`src/rtl/alu_uart_interface_pkg.sv`:
```
// Shared definitions for the UART-fed ALU sequencer: FSM state encoding and ALU funct codes.
package alu_uart_interface_pkg;

  typedef enum logic [2:0] {
    S_WAIT_A  = 3'd0,
    S_WAIT_B  = 3'd1,
    S_WAIT_OP = 3'd2,
    S_EVAL    = 3'd3,
    S_SEND    = 3'd4,
    S_WAIT_TX = 3'd5
  } state_t;

  localparam logic [5:0] OP_ADD = 6'b100000;
  localparam logic [5:0] OP_SUB = 6'b100010;
  localparam logic [5:0] OP_AND = 6'b100100;
  localparam logic [5:0] OP_OR  = 6'b100101;
  localparam logic [5:0] OP_XOR = 6'b100110;
  localparam logic [5:0] OP_SRA = 6'b000011;
  localparam logic [5:0] OP_SRL = 6'b000010;
  localparam logic [5:0] OP_NOR = 6'b100111;

endpackage

```
`src/rtl/alu_uart_interface_if.sv`:
```
// Bundle of UART handshake, ALU operand/result and status signals around the sequencer.
interface alu_uart_interface_if #(
  parameter int N_BITS = 8,
  parameter int N_OP   = 6
) ();
  logic        [7:0]        rx_data;
  logic                     rx_done;
  logic                     tx_done;
  logic signed [N_BITS-1:0] alu_result;
  logic signed [N_BITS-1:0] alu_A;
  logic signed [N_BITS-1:0] alu_B;
  logic        [N_OP-1:0]   alu_Op;
  logic        [7:0]        tx_data;
  logic                     tx_start;
  logic                     busy;
  logic                     overrun;
  logic                     frame_err;

  // master: UART/ALU environment; slave: the sequencer itself
  modport master (
    output rx_data, rx_done, tx_done, alu_result,
    input  alu_A, alu_B, alu_Op, tx_data, tx_start, busy, overrun, frame_err
  );
  modport slave (
    input  rx_data, rx_done, tx_done, alu_result,
    output alu_A, alu_B, alu_Op, tx_data, tx_start, busy, overrun, frame_err
  );
endinterface

```
`src/rtl/alu_uart_interface_frame_timeout_counter.sv`:
```
// Clearable, enable-gated idle counter; tc_o flags the last allowed idle cycle of a frame.
module frame_timeout_counter #(
  parameter int TIMEOUT = 100000
) (
  input  logic clk,
  input  logic rst_n,
  input  logic clr_i,
  input  logic en_i,
  output logic tc_o
);
  localparam int CW = (TIMEOUT > 2) ? $clog2(TIMEOUT) : 1;
  localparam logic [CW-1:0] TC_VAL = CW'(TIMEOUT - 1);

  logic [CW-1:0] cnt_q, cnt_d;

  always_comb begin
    cnt_d = cnt_q;
    if (clr_i)     cnt_d = '0;
    else if (en_i) cnt_d = cnt_q + CW'(1);
  end

  always_ff @(posedge clk or negedge rst_n) begin
    if (!rst_n) cnt_q <= '0;
    else        cnt_q <= cnt_d;
  end

  assign tc_o = en_i && (cnt_q == TC_VAL);
endmodule

```
`src/rtl/alu_uart_interface.sv`:
```
// Collects A/B/Op bytes from UART RX, drives registered ALU operands and returns the
// sign-extended ALU result to UART TX; drops stale partial frames after an idle timeout.
module alu_uart_interface
  import alu_uart_interface_pkg::*;
#(
  parameter int N_BITS  = 8,
  parameter int N_OP    = 6,
  parameter int TIMEOUT = 100000
) (
  input logic                 clk,
  input logic                 rst_n,
  alu_uart_interface_if.slave bus
);
  state_t                   state_q, state_d;
  logic signed [N_BITS-1:0] a_q, a_d, b_q, b_d;
  logic        [N_OP-1:0]   op_q, op_d;
  logic        [7:0]        tx_q, tx_d;
  logic                     ovr_q, ovr_d, ferr_q, ferr_d;
  logic                     collecting, busy_w, tmo_tc, cnt_clr;
  logic                     unused_rx_hi;

  function automatic logic [7:0] sext8(input logic signed [N_BITS-1:0] v);
    return 8'(v);
  endfunction

  assign collecting   = (state_q == S_WAIT_B) || (state_q == S_WAIT_OP);
  assign busy_w       = (state_q == S_EVAL) || (state_q == S_SEND) || (state_q == S_WAIT_TX);
  assign cnt_clr      = !collecting || bus.rx_done || tmo_tc;
  assign unused_rx_hi = ^bus.rx_data;

  frame_timeout_counter #(.TIMEOUT(TIMEOUT)) u_tmo (
    .clk   (clk),
    .rst_n (rst_n),
    .clr_i (cnt_clr),
    .en_i  (collecting),
    .tc_o  (tmo_tc)
  );

  always_comb begin
    state_d = state_q;
    a_d     = a_q;
    b_d     = b_q;
    op_d    = op_q;
    tx_d    = tx_q;
    ferr_d  = 1'b0;
    // bytes arriving while a result is in flight are lost, and that loss is remembered
    ovr_d   = ovr_q | (busy_w & bus.rx_done);
    case (state_q)
      S_WAIT_A: if (bus.rx_done) begin
        a_d     = bus.rx_data[N_BITS-1:0];
        state_d = S_WAIT_B;
      end
      S_WAIT_B: if (bus.rx_done) begin
        b_d     = bus.rx_data[N_BITS-1:0];
        state_d = S_WAIT_OP;
      end else if (tmo_tc) begin
        ferr_d  = 1'b1;
        state_d = S_WAIT_A;
      end
      S_WAIT_OP: if (bus.rx_done) begin
        op_d    = bus.rx_data[N_OP-1:0];
        state_d = S_EVAL;
      end else if (tmo_tc) begin
        ferr_d  = 1'b1;
        state_d = S_WAIT_A;
      end
      S_EVAL: begin
        tx_d    = sext8(bus.alu_result);
        state_d = S_SEND;
      end
      S_SEND:    state_d = S_WAIT_TX;
      S_WAIT_TX: if (bus.tx_done) state_d = S_WAIT_A;
      default:   state_d = S_WAIT_A;
    endcase
  end

  always_ff @(posedge clk or negedge rst_n) begin
    if (!rst_n) begin
      state_q <= S_WAIT_A;
      a_q     <= '0;
      b_q     <= '0;
      op_q    <= '0;
      tx_q    <= '0;
      ovr_q   <= 1'b0;
      ferr_q  <= 1'b0;
    end else begin
      state_q <= state_d;
      a_q     <= a_d;
      b_q     <= b_d;
      op_q    <= op_d;
      tx_q    <= tx_d;
      ovr_q   <= ovr_d;
      ferr_q  <= ferr_d;
    end
  end

  assign bus.alu_A     = a_q;
  assign bus.alu_B     = b_q;
  assign bus.alu_Op    = op_q;
  assign bus.tx_data   = tx_q;
  assign bus.tx_start  = (state_q == S_SEND);
  assign bus.busy      = busy_w;
  assign bus.overrun   = ovr_q;
  assign bus.frame_err = ferr_q;
endmodule

```
`src/flat_wrapper.sv`:
```
// flat-port wrapper written by rule: the top's interface ports become plain ports
module alu_uart_interface_flat import alu_uart_interface_pkg::*;
#(
  parameter int N_BITS  = 8,
  parameter int N_OP    = 6,
  parameter int TIMEOUT = 100000
)
  (clk, rst_n, bus_rx_data, bus_rx_done, bus_tx_done, bus_alu_result, bus_alu_A, bus_alu_B, bus_alu_Op, bus_tx_data, bus_tx_start, bus_busy, bus_overrun, bus_frame_err);
  alu_uart_interface_if #(.N_BITS(N_BITS), .N_OP(N_OP)) bus_i ();
  input logic clk;
  input logic rst_n;
  input wire logic [$bits(bus_i.rx_data)-1:0] bus_rx_data;
  input wire logic [$bits(bus_i.rx_done)-1:0] bus_rx_done;
  input wire logic [$bits(bus_i.tx_done)-1:0] bus_tx_done;
  input wire logic [$bits(bus_i.alu_result)-1:0] bus_alu_result;
  output wire logic [$bits(bus_i.alu_A)-1:0] bus_alu_A;
  output wire logic [$bits(bus_i.alu_B)-1:0] bus_alu_B;
  output wire logic [$bits(bus_i.alu_Op)-1:0] bus_alu_Op;
  output wire logic [$bits(bus_i.tx_data)-1:0] bus_tx_data;
  output wire logic [$bits(bus_i.tx_start)-1:0] bus_tx_start;
  output wire logic [$bits(bus_i.busy)-1:0] bus_busy;
  output wire logic [$bits(bus_i.overrun)-1:0] bus_overrun;
  output wire logic [$bits(bus_i.frame_err)-1:0] bus_frame_err;
  assign bus_i.rx_data = bus_rx_data;
  assign bus_i.rx_done = bus_rx_done;
  assign bus_i.tx_done = bus_tx_done;
  assign bus_i.alu_result = bus_alu_result;
  assign bus_alu_A = bus_i.alu_A;
  assign bus_alu_B = bus_i.alu_B;
  assign bus_alu_Op = bus_i.alu_Op;
  assign bus_tx_data = bus_i.tx_data;
  assign bus_tx_start = bus_i.tx_start;
  assign bus_busy = bus_i.busy;
  assign bus_overrun = bus_i.overrun;
  assign bus_frame_err = bus_i.frame_err;
  alu_uart_interface #(.N_BITS(N_BITS), .N_OP(N_OP), .TIMEOUT(TIMEOUT)) u_core (.clk(clk), .rst_n(rst_n), .bus(bus_i));
endmodule
```
`config.mk`:
```
export PLATFORM = sky130hd
export DESIGN_NAME = alu_uart_interface_flat
export DESIGN_NICKNAME = d
export VERILOG_FILES = /design/src/rtl/alu_uart_interface_pkg.sv /design/src/rtl/alu_uart_interface_if.sv /design/src/rtl/alu_uart_interface_frame_timeout_counter.sv /design/src/rtl/alu_uart_interface.sv /design/src/flat_wrapper.sv
export SDC_FILE = /design/constraint.sdc
export NUM_CORES = 1
export LEC_CHECK = 0
export BUFFER_PORTS_ARGS = -buffer_cell sky130_fd_sc_hd__buf_2
export CORE_ASPECT_RATIO = 0.7
export CORE_MARGIN = 1
export CORE_UTILIZATION = 50
export DETAILED_ROUTE_END_ITERATION = 10
export HOLD_SLACK_MARGIN = 0.06
export PLACE_DENSITY = 0.82
export SLEW_MARGIN = 20
export SYNTH_ARGS = -nofsm -noshare
export SYNTH_HDL_FRONTEND = slang
export SYNTH_SLANG_ARGS = --single-unit
```
`constraint.sdc`:
```
create_clock -name clk -period 2.2 [get_ports clk]
set_input_delay 0 -clock clk [delete_from_list [all_inputs] [get_ports clk]]
set_output_delay 0 -clock clk [all_outputs]
set_load 0.05 [all_outputs]
```
==> flow_summary.json <==
{
  "die_y_um": 58.5,
  "wire_per_inst_um": 15.1,
  "die-area_mm2": 0.00484,
  "swShare": 0.482,
  "slew_headroom": 0.564,
  "post_cts_buffers": 0,
  "worst_pin_slew_ns": 0.653,
  "final.period_utilization": 0.790,
  "leakagePower_nw": 1.27,
  "ctsHtreeMaxLevel": 2,
  "fin_skew_ns": 0.00605,
  "die_w_um": 82.8,
  "critPathMaxFanout": 10,
  "grt_pass1_vias": 1610,
  "critPathTopFamily": "simple AND/OR/NAND/NOR gates",
  "path_depth": 3,
  "first_pass_iters": 6,
  "synth_cell_types": 34,
  "internal-power_w": 0.00213,
  "use_met2": 0.349,
  "hpwl_mm": 3.19,
  "root_buffer": "clkbuf_8",
  "critical_path_class": "register to primary output",
  "grt_first_pass_wirelength_mm": 7.55,
  "ant_nets": 0,
  "synth_fp_nets": 192,
  "grt-busiest-layer": "met2",
  "cp.arrival_ns": 1.74,
  "ioPinCount": 54,
  "start_util": 0.524,
  "area_growth_pct": 27.2,
  "design_area_mm2": 0.00290,
  "min_period_ns": 1.74,
  "outcome": "complete, no violations",
  "required_ns": 2.20,
  "synth_cells": 171,
  "crit_buf_inv": 1,
  "setup-tns-final_ns": 0,
  "clock_sinks": 52,
  "crit_path_end": "bus_busy",
  "grt_use_met3": 0.0496,
  "startpoint": "u_core.state_q[2]$_DFFE_PN0P_",
  "rrSetupSlack_ns": 0.49,
  "cts_resized": 0,
  "met1_usage": 0.280,
  "setup_viol_count_final": 0,
  "grt_antenna_before_repair": 0,
  "power_frac_clock": 0.133,
  "rr_worst_depth": 6,
  "slowest_delay_ns": 0.44,
  "async_reset_ff_frac": 1.00,
  "finalHoldViolations": 0,
  "r2r_end": "u_core.u_tmo.cnt_q[5]$_DFFE_PN0P_",
  "cp_slowest_cell": "dfrtp_1",
  "cts_tree": "built",
  "clk_pin_slew_ns": 0.09,
  "placed_area_mm2": 0.00262,
  "core_mm2": 0.00435,
  "rsz0062_at_grt": "false",
  "diodes": 0,
  "track_usage": 0.215,
  "final_core_util": 0.667,
  "avgSynthCellArea_um2": 13.3,
  "final_nets": 272,
  "io_buffer_count": 53,
  "rows": 20,
  "fmax_mhz": 575,
  "crit_chain": "nand3b_1 -> nand2_1 -> buf_2",
  "yosys_most_used_dff": "dfrtp_1",
  "route.detailed.drc": 0,
  "fillers": 329,
  "p_per_area_mw_per_mm2": 1410,
  "ys_seq_elements": 52,
  "ir_drop_v": 0.00132,
  "syn-cell-area_mm2": 0.00228,
  "start_kind": "register",
  "drv_slew": 0,
  "cp-end-kind": "primary output",
  "p_sw_w": 0.00198,
  "drt_iter0_drc": 51,
  "p_seq_frac": 0.355,
  "insertion_delay_ns": 0.30,
  "yosysWarnings": 0,
  "grt_max_degree": 32,
  "r2r_start": "u_core.u_tmo.cnt_q[0]$_DFFE_PN0P_",
  "hold_path_class": "primary input to async pin",
  "synth_edf_count": 0,
  "cts_made_buffers": 5,
  "via_per_inst": 5.25,
  "combinationalPowerShare": 0.512,
  "seq_area_frac_synth": 0.570,
  "ctsHoldBuffers": 19,
  "power_w": 0.00411,
  "final_layout_size_suffix_gt1_frac": 0.429,
  "place_congestion": 0.749,
  "via_count": 1613,
  "wl_mm": 4.64,
  "cap_violations": 0,
  "clockBufferDepth": 2,
  "grt_overflow_total": 0
}
==> final cells by class <==
class	count	area (µm²)	area share
clock buffer	8	90.1	0.0310
inverter	1	3.75	0.00129
multi-input combinational	115	942	0.324
sequential	52	1300	0.448
tap	55	68.8	0.0237
timing repair buffer	76	498	0.171
==> how the worst min path moves through the flow <==
| stage | startpoint | to | slack, ns | depth (start not counted) |
|---|---|---|---|---|
| after floorplan | rst_n | u_core.bus.alu_A[0]$_DFFE_PN0P_ | -0.30 | 0 |
| final | rst_n | u_core.u_tmo.cnt_q[9]$_DFFE_PN0P_ | 0.25 | 2 |
| after global routing | rst_n | u_core.u_tmo.cnt_q[12]$_DFFE_PN0P_ | 0.31 | 2 |
| after detailed placement | rst_n | u_core.u_tmo.cnt_q[9]$_DFFE_PN0P_ | 0.07 | 1 |
| after CTS | rst_n | u_core.u_tmo.cnt_q[9]$_DFFE_PN0P_ | 0.28 | 2 |
| after global placement | rst_n | u_core.u_tmo.cnt_q[9]$_DFFE_PN0P_ | 0.07 | 1 |
==> registers in the layout, indices dropped and copies added, names as in the netlist <==
signal / count
u_core.bus.alu_A: 8
u_core.bus.alu_B: 8
u_core.bus.alu_Op: 6
u_core.bus.frame_err: 1
u_core.bus.overrun: 1
u_core.bus.tx_data: 8
u_core.state_q: 3
u_core.u_tmo.cnt_q: 17
==> synth_stat cells, drive strengths merged, types with 2 or more instances <==
cell    instances  area share
dfrtp          52        0.57
mux2           30        0.15
nor2           24       0.069
nand3           7       0.018
xnor2           7       0.027
nand2           6      0.0099
nand4           6       0.019
xor2            6       0.023
nand2b          5       0.014
nor3            4       0.013
and4            3       0.012
nor4b           3       0.012
a21oi           2      0.0044
buf             2       0.014
==> power groups by stage <==
| stage | sequential, W | combinational (W) | clock [W] |
|---|---|---|---|
| floorplan | 0.00246 | 0.000619 | 0 |
| global placement | 0.00146 | 0.00203 | 0 |
| detailed placement | 0.00147 | 0.00208 | 0 |
| CTS | 0.00146 | 0.00211 | 0.000560 |
| global route | 0.00150 | 0.00220 | 0.000597 |
| finish | 0.00146 | 0.00210 | 0.000545 |
==> cell usage in the layout (no fill, tap or decap), types with 2 or more instances in the layout <==
cell type,count
buf_2,53
dfrtp_1,52
mux2_2,30
dlygate4sd3_1,19
nor2_1,13
nor2_4,8
xnor2_1,7
nand2_1,6
nand3_1,6
xor2_1,6
clkbuf_8,6
nand2b_1,5
nand4_1,5
nor4b_1,3
and4_1,3
nor2_2,3
buf_4,3
nor3_2,2
a21oi_1,2
nor3_1,2
clkbuf_1,2
==> layer usage <==
metal	vias up	share of wire
met4	0	0.020
met5	-	0
met3	11	0.044
met2	48	0.49
met1	781	0.45
li1	773	-
==> logic make-up after synthesis <==
kind of cell,count (synthesis),share of synthesized area
DFF,52,0.570
adders and majority gates,1,0.00548
buffers and inverters,4,0.0170
muxes,30,0.148
xor gates and xnor gates,13,0.0499
and+or+nand+nor,63,0.183
AOI/OAI and AO/OA,8,0.0263
==> stage by stage <==
step	worst slack (ns)	std cells	hold slack, ns
CTS	0.488	307	0.282
finish	0.462	307	0.255
detailed placement	0.500	280	0.0662
global route	0.317	307	0.314
global placement	0.571	280	0.0662
floorplan	0.584	171	-0.296
Power figures use the tool's default switching activity.
